===== config.mk =====
export PLATFORM = sky130hd
export DESIGN_NAME = fetch_stage
export DESIGN_NICKNAME = d
export VERILOG_FILES = /design/src/rtl/fetch_stage.sv
export SDC_FILE = /design/constraint.sdc
export NUM_CORES = 1
export LEC_CHECK = 0
export BUFFER_PORTS_ARGS = -buffer_cell sky130_fd_sc_hd__buf_2
export CAP_MARGIN = 20
export CORE_MARGIN = 8
export CORE_UTILIZATION = 40
export DETAILED_ROUTE_END_ITERATION = 16
export GPL_ROUTABILITY_DRIVEN = 0
export GPL_TIMING_DRIVEN = 0
export PLACE_DENSITY = 0.67
export RECOVER_POWER = 25
export SLEW_MARGIN = 10
export SYNTH_ARGS = -nofsm -noshare
export SYNTH_HDL_FRONTEND = slang
export SYNTH_SLANG_ARGS = --single-unit

===== constraint.sdc =====
create_clock -name clk -period 5.2 [get_ports clk]
set_clock_uncertainty 0.15 [all_clocks]
set_input_delay 0.78 -clock clk [delete_from_list [all_inputs] [get_ports clk]]
set_output_delay 0.78 -clock clk [all_outputs]
set_load 0.005 [all_outputs]

===== src/rtl/fetch_stage.sv =====
// Instruction-fetch stage: PC generation, imem request/response, small instruction FIFO, IF/ID output register.
// Optional FETCH_PERF_CNT_EN adds delivered-instruction and stall-cycle counters.
module fetch_stage #(
  parameter int unsigned          REGI_SIZE  = 16,
  parameter int unsigned          PC_BITS    = 10,
  parameter int unsigned          FIFO_DEPTH = 2,
  parameter logic [PC_BITS-1:0]   RESET_PC   = '0,
  parameter logic [REGI_SIZE-1:0] NOP_INSTR  = '0
) (
  input  logic                 clk,
  input  logic                 rst,
  input  logic                 stall_i,
  input  logic                 redirect_i,
  input  logic [PC_BITS-1:0]   redirect_addr_i,
  input  logic                 halt_i,
  output logic                 imem_req_o,
  output logic [PC_BITS-1:0]   imem_addr_o,
  input  logic                 imem_ready_i,
  input  logic                 imem_rvalid_i,
  input  logic [REGI_SIZE-1:0] imem_rdata_i,
  output logic [REGI_SIZE-1:0] instr_o,
  output logic [REGI_SIZE-1:0] next_pc_o,
  output logic                 instr_valid_o,
  output logic                 halted_o
`ifdef FETCH_PERF_CNT_EN
  ,
  output logic [31:0]          perf_fetched_o,
  output logic [31:0]          perf_stall_o
`endif
);

  localparam int unsigned PTR_W = $clog2(FIFO_DEPTH);
  localparam int unsigned CNT_W = $clog2(FIFO_DEPTH + 1);

  typedef enum logic [1:0] {ST_IDLE, ST_FETCH, ST_WAIT, ST_HALT} state_t;

  state_t               r_state;
  logic [PC_BITS-1:0]   r_pc;
  logic [PC_BITS-1:0]   r_req_pc;
  logic                 r_drop;
  logic                 r_halt_pend;
  logic [REGI_SIZE-1:0] r_fifo_data [FIFO_DEPTH];
  logic [PC_BITS-1:0]   r_fifo_pc   [FIFO_DEPTH];
  logic [PTR_W-1:0]     r_rd_ptr;
  logic [PTR_W-1:0]     r_wr_ptr;
  logic [CNT_W-1:0]     r_count;
  logic [REGI_SIZE-1:0] r_instr;
  logic [REGI_SIZE-1:0] r_next_pc;
  logic                 r_valid;
  logic                 r_halted;

  logic                 w_space;
  logic                 w_req;
  logic                 w_accept;
  logic                 w_keep;
  logic                 w_empty;
  logic                 w_pop;
  logic                 w_bypass;
  logic                 w_push;
  logic [REGI_SIZE-1:0] w_head_data;
  logic [PC_BITS-1:0]   w_head_pc;
  logic [PC_BITS-1:0]   w_head_pc_inc;
  logic [PC_BITS-1:0]   w_req_pc_inc;

  // Issue only in FETCH (nothing outstanding there) when the FIFO can absorb the response.
  assign w_space       = r_count < CNT_W'(FIFO_DEPTH);
  assign w_req         = (r_state == ST_FETCH) && w_space && !halt_i && !redirect_i;
  assign w_accept      = w_req && imem_ready_i;
  assign w_keep        = (r_state == ST_WAIT) && imem_rvalid_i && !r_drop && !redirect_i;
  assign w_empty       = (r_count == '0);
  assign w_pop         = !stall_i && !w_empty && !redirect_i;
  assign w_bypass      = !stall_i && w_empty && w_keep;
  assign w_push        = w_keep && !w_bypass;
  assign w_head_data   = r_fifo_data[r_rd_ptr];
  assign w_head_pc     = r_fifo_pc[r_rd_ptr];
  assign w_head_pc_inc = w_head_pc + PC_BITS'(1);
  assign w_req_pc_inc  = r_req_pc + PC_BITS'(1);

  assign imem_req_o    = w_req;
  assign imem_addr_o   = r_pc;
  assign instr_o       = r_instr;
  assign next_pc_o     = r_next_pc;
  assign instr_valid_o = r_valid;
  assign halted_o      = r_halted;

  always_ff @(posedge clk) begin
    if (rst && w_push) begin
      r_fifo_data[r_wr_ptr] <= imem_rdata_i;
      r_fifo_pc[r_wr_ptr]   <= r_req_pc;
    end
  end

  always_ff @(posedge clk) begin
    if (!rst) begin
      r_state     <= ST_IDLE;
      r_pc        <= RESET_PC;
      r_req_pc    <= RESET_PC;
      r_drop      <= 1'b0;
      r_halt_pend <= 1'b0;
      r_rd_ptr    <= '0;
      r_wr_ptr    <= '0;
      r_count     <= '0;
      r_instr     <= NOP_INSTR;
      r_next_pc   <= '0;
      r_valid     <= 1'b0;
      r_halted    <= 1'b0;
    end else begin
      if (redirect_i) begin
        r_rd_ptr <= '0;
        r_wr_ptr <= '0;
        r_count  <= '0;
      end else begin
        if (w_push) r_wr_ptr <= r_wr_ptr + PTR_W'(1);
        if (w_pop)  r_rd_ptr <= r_rd_ptr + PTR_W'(1);
        r_count <= r_count + CNT_W'(w_push) - CNT_W'(w_pop);
      end

      // IF/ID register: FIFO head first, else same-cycle bypass of a fresh response.
      if (redirect_i) begin
        r_instr <= NOP_INSTR;
        r_valid <= 1'b0;
      end else if (!stall_i) begin
        if (w_pop) begin
          r_instr   <= w_head_data;
          r_next_pc <= REGI_SIZE'(w_head_pc_inc);
          r_valid   <= 1'b1;
        end else if (w_bypass) begin
          r_instr   <= imem_rdata_i;
          r_next_pc <= REGI_SIZE'(w_req_pc_inc);
          r_valid   <= 1'b1;
        end else begin
          r_instr <= NOP_INSTR;
          r_valid <= 1'b0;
        end
      end

      // A redirect with a response still in flight stays in WAIT and discards it.
      if (redirect_i) begin
        r_pc        <= redirect_addr_i;
        r_halt_pend <= 1'b0;
        r_halted    <= 1'b0;
        if ((r_state == ST_WAIT) && !imem_rvalid_i) begin
          r_drop <= 1'b1;
        end else begin
          r_drop  <= 1'b0;
          r_state <= ST_FETCH;
        end
      end else begin
        case (r_state)
          ST_IDLE: r_state <= ST_FETCH;
          ST_FETCH: begin
            if (halt_i) begin
              r_state  <= ST_HALT;
              r_halted <= 1'b1;
            end else if (w_accept) begin
              r_pc     <= r_pc + PC_BITS'(1);
              r_req_pc <= r_pc;
              r_state  <= ST_WAIT;
            end
          end
          ST_WAIT: begin
            if (imem_rvalid_i) begin
              r_drop      <= 1'b0;
              r_halt_pend <= 1'b0;
              if (r_halt_pend || halt_i) begin
                r_state  <= ST_HALT;
                r_halted <= 1'b1;
              end else begin
                r_state <= ST_FETCH;
              end
            end else if (halt_i) begin
              r_halt_pend <= 1'b1;
            end
          end
          ST_HALT: r_state <= ST_HALT;
          default: r_state <= ST_IDLE;
        endcase
      end
    end
  end

`ifdef FETCH_PERF_CNT_EN
  logic [31:0] r_perf_fetched;
  logic [31:0] r_perf_stall;

  // Saturating counters; only reset clears them.
  always_ff @(posedge clk) begin
    if (!rst) begin
      r_perf_fetched <= '0;
      r_perf_stall   <= '0;
    end else begin
      if (!redirect_i && (w_pop || w_bypass) && (r_perf_fetched != 32'hFFFF_FFFF))
        r_perf_fetched <= r_perf_fetched + 32'd1;
      if (stall_i && r_valid && (r_perf_stall != 32'hFFFF_FFFF))
        r_perf_stall <= r_perf_stall + 32'd1;
    end
  end

  assign perf_fetched_o = r_perf_fetched;
  assign perf_stall_o   = r_perf_stall;
`endif

endmodule

# ---- Yosys cells after proc, flatten, opt, wreduce, memory -nomap -nowiden
# Memories as Yosys holds them, arrays and structs flattened. A register that Yosys moved wholly into a read port is not among the register bits.
# Cells that the tools add are included.
dict set report word_totals {
  elab_cells 107
  mem_count 2
  input_bits 33
  ff_bits 62
  ramBits 52
}
# memory words width read_ports rd_ports_with_merged_regs wr line
set memory_table {}
lappend memory_table {r_fifo_data 2 16 1 1 1 42} ;# logic [REGI_SIZE-1:0] r_fifo_data [FIFO_DEPTH];
lappend memory_table {r_fifo_pc 2 10 1 1 1 43} ;# logic [PC_BITS-1:0] r_fifo_pc [FIFO_DEPTH];
dict set report op_classes {
  n_lt_le_gt_ge 1
  n_eq_ne 10
  bitwise_logic 4
  mux 32
  n_reduce_logical 39
  n_addsub 7
}
# operator count
set ops {}
lappend ops {{16-bit 2-to-1 mux} 4}
lappend ops {{10-bit 2-to-1 mux} 4}
lappend ops {{10-bit by 1-bit adder with 10-bit output, second input constant} 3}
lappend ops {{1-bit 2-to-1 mux} 16}
lappend ops {{1-bit logical AND} 14}
lappend ops {{2-bit nonzero test} 7}
lappend ops {{2-bit 2-to-1 mux} 6}
lappend ops {{3-bit AND reduction} 3}
lappend ops {{2-bit != test, second input constant} 4}
lappend ops {{2-bit case mux with 4 select lines} 1}
lappend ops {{4-bit AND reduction} 2}
lappend ops {{1-bit zero test} 7}
lappend ops {{2-bit == test, second input constant} 2}
lappend ops {{2-bit zero test} 2}
lappend ops {{4-bit != test, second input constant} 1}
lappend ops {{1-bit NOT} 4}
lappend ops {{2-bit AND reduction} 2}
lappend ops {{3-bit != test, second input constant} 1}
lappend ops {{1-bit adder, second input constant} 2}
lappend ops {{2-bit by 1-bit adder with 2-bit output} 1}
lappend ops {{2-bit by 1-bit == test with 1-bit output, second input constant} 1}
lappend ops {{2-bit < comparator, second input constant} 1}
lappend ops {{2-bit by 1-bit != test with 1-bit output, second input constant} 1}
lappend ops {{1-bit case mux with 2 select lines} 1}
lappend ops {{3 further kinds} 3}

# ---- Longest topological paths before layout
dict set report depth {
  ltp_word 10
  mapped_depth 12
  depth_no_buf 10
}

# ---- Worst setup path after synthesis
# No wires, ideal clock.
dict set report synth_timing {
  path_kind {input-to-reg}
  from {input port imem_rvalid_i}
  to {memory r_fifo_data[0][0] (enable)}
  t_required_ns 4.608
  path_stages 5
  arrival_time_ns 3.415
  setup_ns 0.442
  n_path_buf 0
  setup_slack_ns 1.194
  path_cell_list {nand2_1 or3_4 nor3_1 inv_1 nor3_1}
}
dict set report synth_via {
  elab_chain_cells 9
}
# element line
set synth_lines {}
lappend synth_lines {{start, declared} 19} ;# input logic imem_rvalid_i,
lappend synth_lines {{1-bit logical AND * (3 in a row)} 69} ;# assign w_keep = (r_state == ST_WAIT) && imem_rvalid_i && !r_drop && !redirect_i;
lappend synth_lines {{1-bit logical AND} 72} ;# assign w_bypass = !stall_i && w_empty && w_keep;
lappend synth_lines {{1-bit zero test} 73} ;# assign w_push = w_keep && !w_bypass;
lappend synth_lines {{1-bit logical AND *} 73}
lappend synth_lines {{1-bit logical AND *} 87} ;# if (rst && w_push) begin
lappend synth_lines {{1-bit 2-to-1 mux *} 87}
lappend synth_lines {{1-bit 2-to-1 mux (implied by the code) *} 88} ;# r_fifo_data[r_wr_ptr] <= imem_rdata_i;
lappend synth_lines {{end, declared} 42}
# Mark *: on every way between the ends. The rest lies on a longest branch, timed or not.

# ---- Worst setup path after layout
dict set report layout_timing {
  from {input port imem_rvalid_i}
  to {memory r_fifo_data[0][10] (enable)}
}
# Same word-level chain as after synthesis.

==> parameters.txt <==
Parameter                              Value

Synthesis
  Dominant register cell in the synthesized netlist    sky130_fd_sc_hd__dfxtp_1
  Synthesized flop and latch total    between 100 and 150
  Gate count after technology mapping    409
  Number of synthesis warnings    0
  Register area share after synthesis    between 50% and 60%
  Avg Cell Area, Syn    roughly 11 µm²
  Cell area after synthesis    around 0.0047 mm²
  Async set or reset register ratio after synthesis    0%
  Count of distinct cell types in the synthesized netlist    61
  Number of synthesized flops with an enable pin    52

Cells and area
  Share of layout cells above drive strength 1    between 20% and 30%
  Most frequent cells in the layout    60 x sky130_fd_sc_hd__buf_2, 57 x sky130_fd_sc_hd__dfxtp_1, 52 x sky130_fd_sc_hd__edfxtp_1
  Area overhead of the layout relative to synthesis    18.0%
  Area of all placed cells without fillers    0.00552 mm²
  Fin util    48.3%
  Number of cells in the finished layout apart from fillers    646
  Number of nets in the layout    535
  Most common cell after layout, fill and taps aside    sky130_fd_sc_hd__buf_2
  Antenna diodes    0

Timing
  Period Utilization, post-route    55.7%
  Endpoints failing hold    0
  Setup slack of the critical path after layout    2.30 ns
  Final count of pins violating max slew    0
  Hold Worst Slack    approximately 0.34 ns
  Clock period minus worst slack    approximately 2.9 ns
  Unrepaired setup endpoints after global routing    no
  Least-Margin Pin Slew    just under 0.8 ns
  Highest Clock Rate    around 350 MHz
  Max-Slew Margin vs Limit    47.6%
  Finish-stage setup viols    0

Global route
  Vias in the first global route    3581
  Global-route wire length before repair    17800 µm
  Largest net degree at the start of global routing    27
  Grt ovf    0
  Antenna violations before repair    0
  GRT Resource Usage Total    14.7%

Floorplanning
  Total number of placement rows    39
  Die height    124 µm
  Effective utilization at floorplan    40.9%
  Total die area    0.0154 mm²
  DIE WIDTH    124 µm
  Number of top-level pins    just under 80
  Placeable core area    0.0114 mm²

Clock tree
  Buffer levels on the longest clock path    2
  Quantity of hold-fixing buffers added after cts    0
  TritonCTS sink count    109
  Depth of the CTS H-tree    3
  TritonCTS buffer count    9
  Resized cells post-CTS    0
  Post-CTS repair timing setup buffer count    0
  Clock-pin slew on the worst setup and hold paths    0.07 ns
  CTS tree    yes
  Latest clock arrival within the worst-skew pair    0.35 ns
  Root buffer cell    sky130_fd_sc_hd__clkbuf_16

Drt
  Vias per std cell    5.54
  Detailed Route Iter0 Violations    ~240
  Total length of routed wires    11200 µm
  Number of optimization iterations in the first detailed-route pass    5
  DRC violation count after routing    0
  Remaining number of nets flagged by the antenna check after routing    0
  Vias after detailed routing    3576
  Wire per inst    17.3 µm

Hold path
  Critical hold path startpoint    halted_o
  Worst Hold Path EP    halted_o
  Number of cells on the worst hold path    2
  Path type of the worst min-delay path    flip-flop to flip-flop

Power and ir drop
  Worst supply voltage drop on vdd    0.156 mV
  Leakage power summed over all cells    2.04 nW
  Power density over the cells    296 mW/mm²

Placement
  Area post-placement    0.00526 mm²
  Total instance count after detailed placement    630
  HPWL after DPL    8150 µm
  Worst slack after detailed placement    1.93 ns
  Count of port buffers added during placement    70

Critical path
  Worst reg2reg path startpoint    r_state[1]
  Setup crit end kind    flip-flop
  Classification of the worst setup path    input pin to flip-flop
  Critical Path Start    imem_rvalid_i
  Data required time at the worst endpoint    ~5 ns
  Largest driver fanout on the critical path    8
  Setup slack on the worst flop-to-flop path    2.37 ns
  Capture instance of the worst register-to-register path    r_fifo_data[0][10]
  Type of origin of the critical path    input pin
  Arrival @ worst endpoint    2.81 ns
  Worst reg-to-reg path cell count    7

Run status
  Run status    completed

Run
  Maximum capacitance violations    0
[how the worst max path moves through the flow]
| stage | to | depth (start not counted) | slack (ns) |
|---|---|---|---|
| finish | r_fifo_data[0][10] | 8 | 2.30 |
| global route | next_pc_o[6] | 11 | 2.10 |
| CTS | r_fifo_data[0][10] | 8 | 2.30 |
| detailed placement | r_fifo_data[0][13] | 8 | 1.93 |
| global placement | r_fifo_data[0][8] | 6 | -0.27 |
| floorplan | r_fifo_data[0][0] | 5 | 1.19 |
[logic make-up after synthesis]
family | after synthesis | share of synthesized area [%]
AND/OR/NAND/NOR | 116 | 12.3
flip-flops | 109 | 57.8
AO/OA/AOI/OAI | 103 | 15.9
buffers and inverters | 38 | 4.33
multiplexers | 30 | 7.06
XOR/XNOR | 8 | 1.50
adder cells (fa/ha/maj) | 4 | 1.07
other | 1 | 0.0802
[critical path, cell delays in order]
cell	delay, ns
sky130_fd_sc_hd__buf_2	0.11
sky130_fd_sc_hd__nand2_1	0.07
sky130_fd_sc_hd__or3_4	0.39
sky130_fd_sc_hd__nor3_1	0.34
sky130_fd_sc_hd__inv_1	0.12
sky130_fd_sc_hd__nor3_2	0.60
sky130_fd_sc_hd__buf_6	0.24
sky130_fd_sc_hd__buf_6	0.15
[sequential cells by signal, indices dropped and copies added, names as in the netlist, named ones only]
name / cells
r_wr_ptr: 1
r_fifo_data: 32
r_req_pc: 10
instr_o: 16
instr_valid_o: 1
r_state: 2
halted_o: 1
r_halt_pend: 1
r_count: 2
r_rd_ptr: 1
r_fifo_pc: 20
imem_addr_o: 10
next_pc_o: 10
r_drop: 1
[per-layer routing]
layer | up-vias | share of wire, % | GRT usage (%)
li1 | 1712 | - | -
met5 | - | 0 | 0
met2 | 119 | 49 | 24.5
met4 | 0 | 1.4 | 4.98
met1 | 1731 | 44 | 18.2
met3 | 14 | 6.0 | 3.72
[report_power, final]
group          internal (W)  leakage [nW]  switching [W]
registers          0.000904         0.901      0.0000118
logic             0.0000313          1.01      0.0000451
clock network      0.000329         0.130       0.000311
[cells in the mapped netlist (5+ instances only)]
library cell	number	area, µm²
sky130_fd_sc_hd__dfxtp_1	57	1140
sky130_fd_sc_hd__edfxtp_1	52	1560
sky130_fd_sc_hd__nor2_1	40	150
sky130_fd_sc_hd__nand2_1	33	124
sky130_fd_sc_hd__a21oi_1	25	125
sky130_fd_sc_hd__mux2_2	20	225
sky130_fd_sc_hd__o21ai_0	20	100
sky130_fd_sc_hd__a222oi_1	16	160
sky130_fd_sc_hd__buf_4	12	90.1
sky130_fd_sc_hd__clkbuf_1	9	33.8
sky130_fd_sc_hd__mux2i_1	9	90.1
sky130_fd_sc_hd__and3_1	8	50.1
sky130_fd_sc_hd__inv_1	8	30.0
sky130_fd_sc_hd__a31oi_1	7	43.8
sky130_fd_sc_hd__nand3_1	7	35.0
sky130_fd_sc_hd__nor3_1	7	35.0
sky130_fd_sc_hd__buf_2	6	30.0
sky130_fd_sc_hd__a211oi_1	5	37.5
[layout make-up]
class / instances / area (µm²)
Buffer: 28 / 165
Clock buffer: 10 / 229
Clock inverter: 6 / 46.3
Fill cell: 1080 / 5900
Inverter: 10 / 37.5
Multi-Input combinational cell: 267 / 1800
Sequential cell: 109 / 2700
Tap cell: 143 / 179
Timing Repair Buffer: 73 / 364
[per-stage QoR]
stage | power [W] | TNS, ns
final | 0.00163 | 0
after global routing | 0.00169 | 0
after CTS | 0.00165 | 0
after detailed placement | 0.00101 | 0
after global placement | 0.00101 | -6.89
after floorplan | 0.000974 | 0
Power figures use the tool's default switching activity.
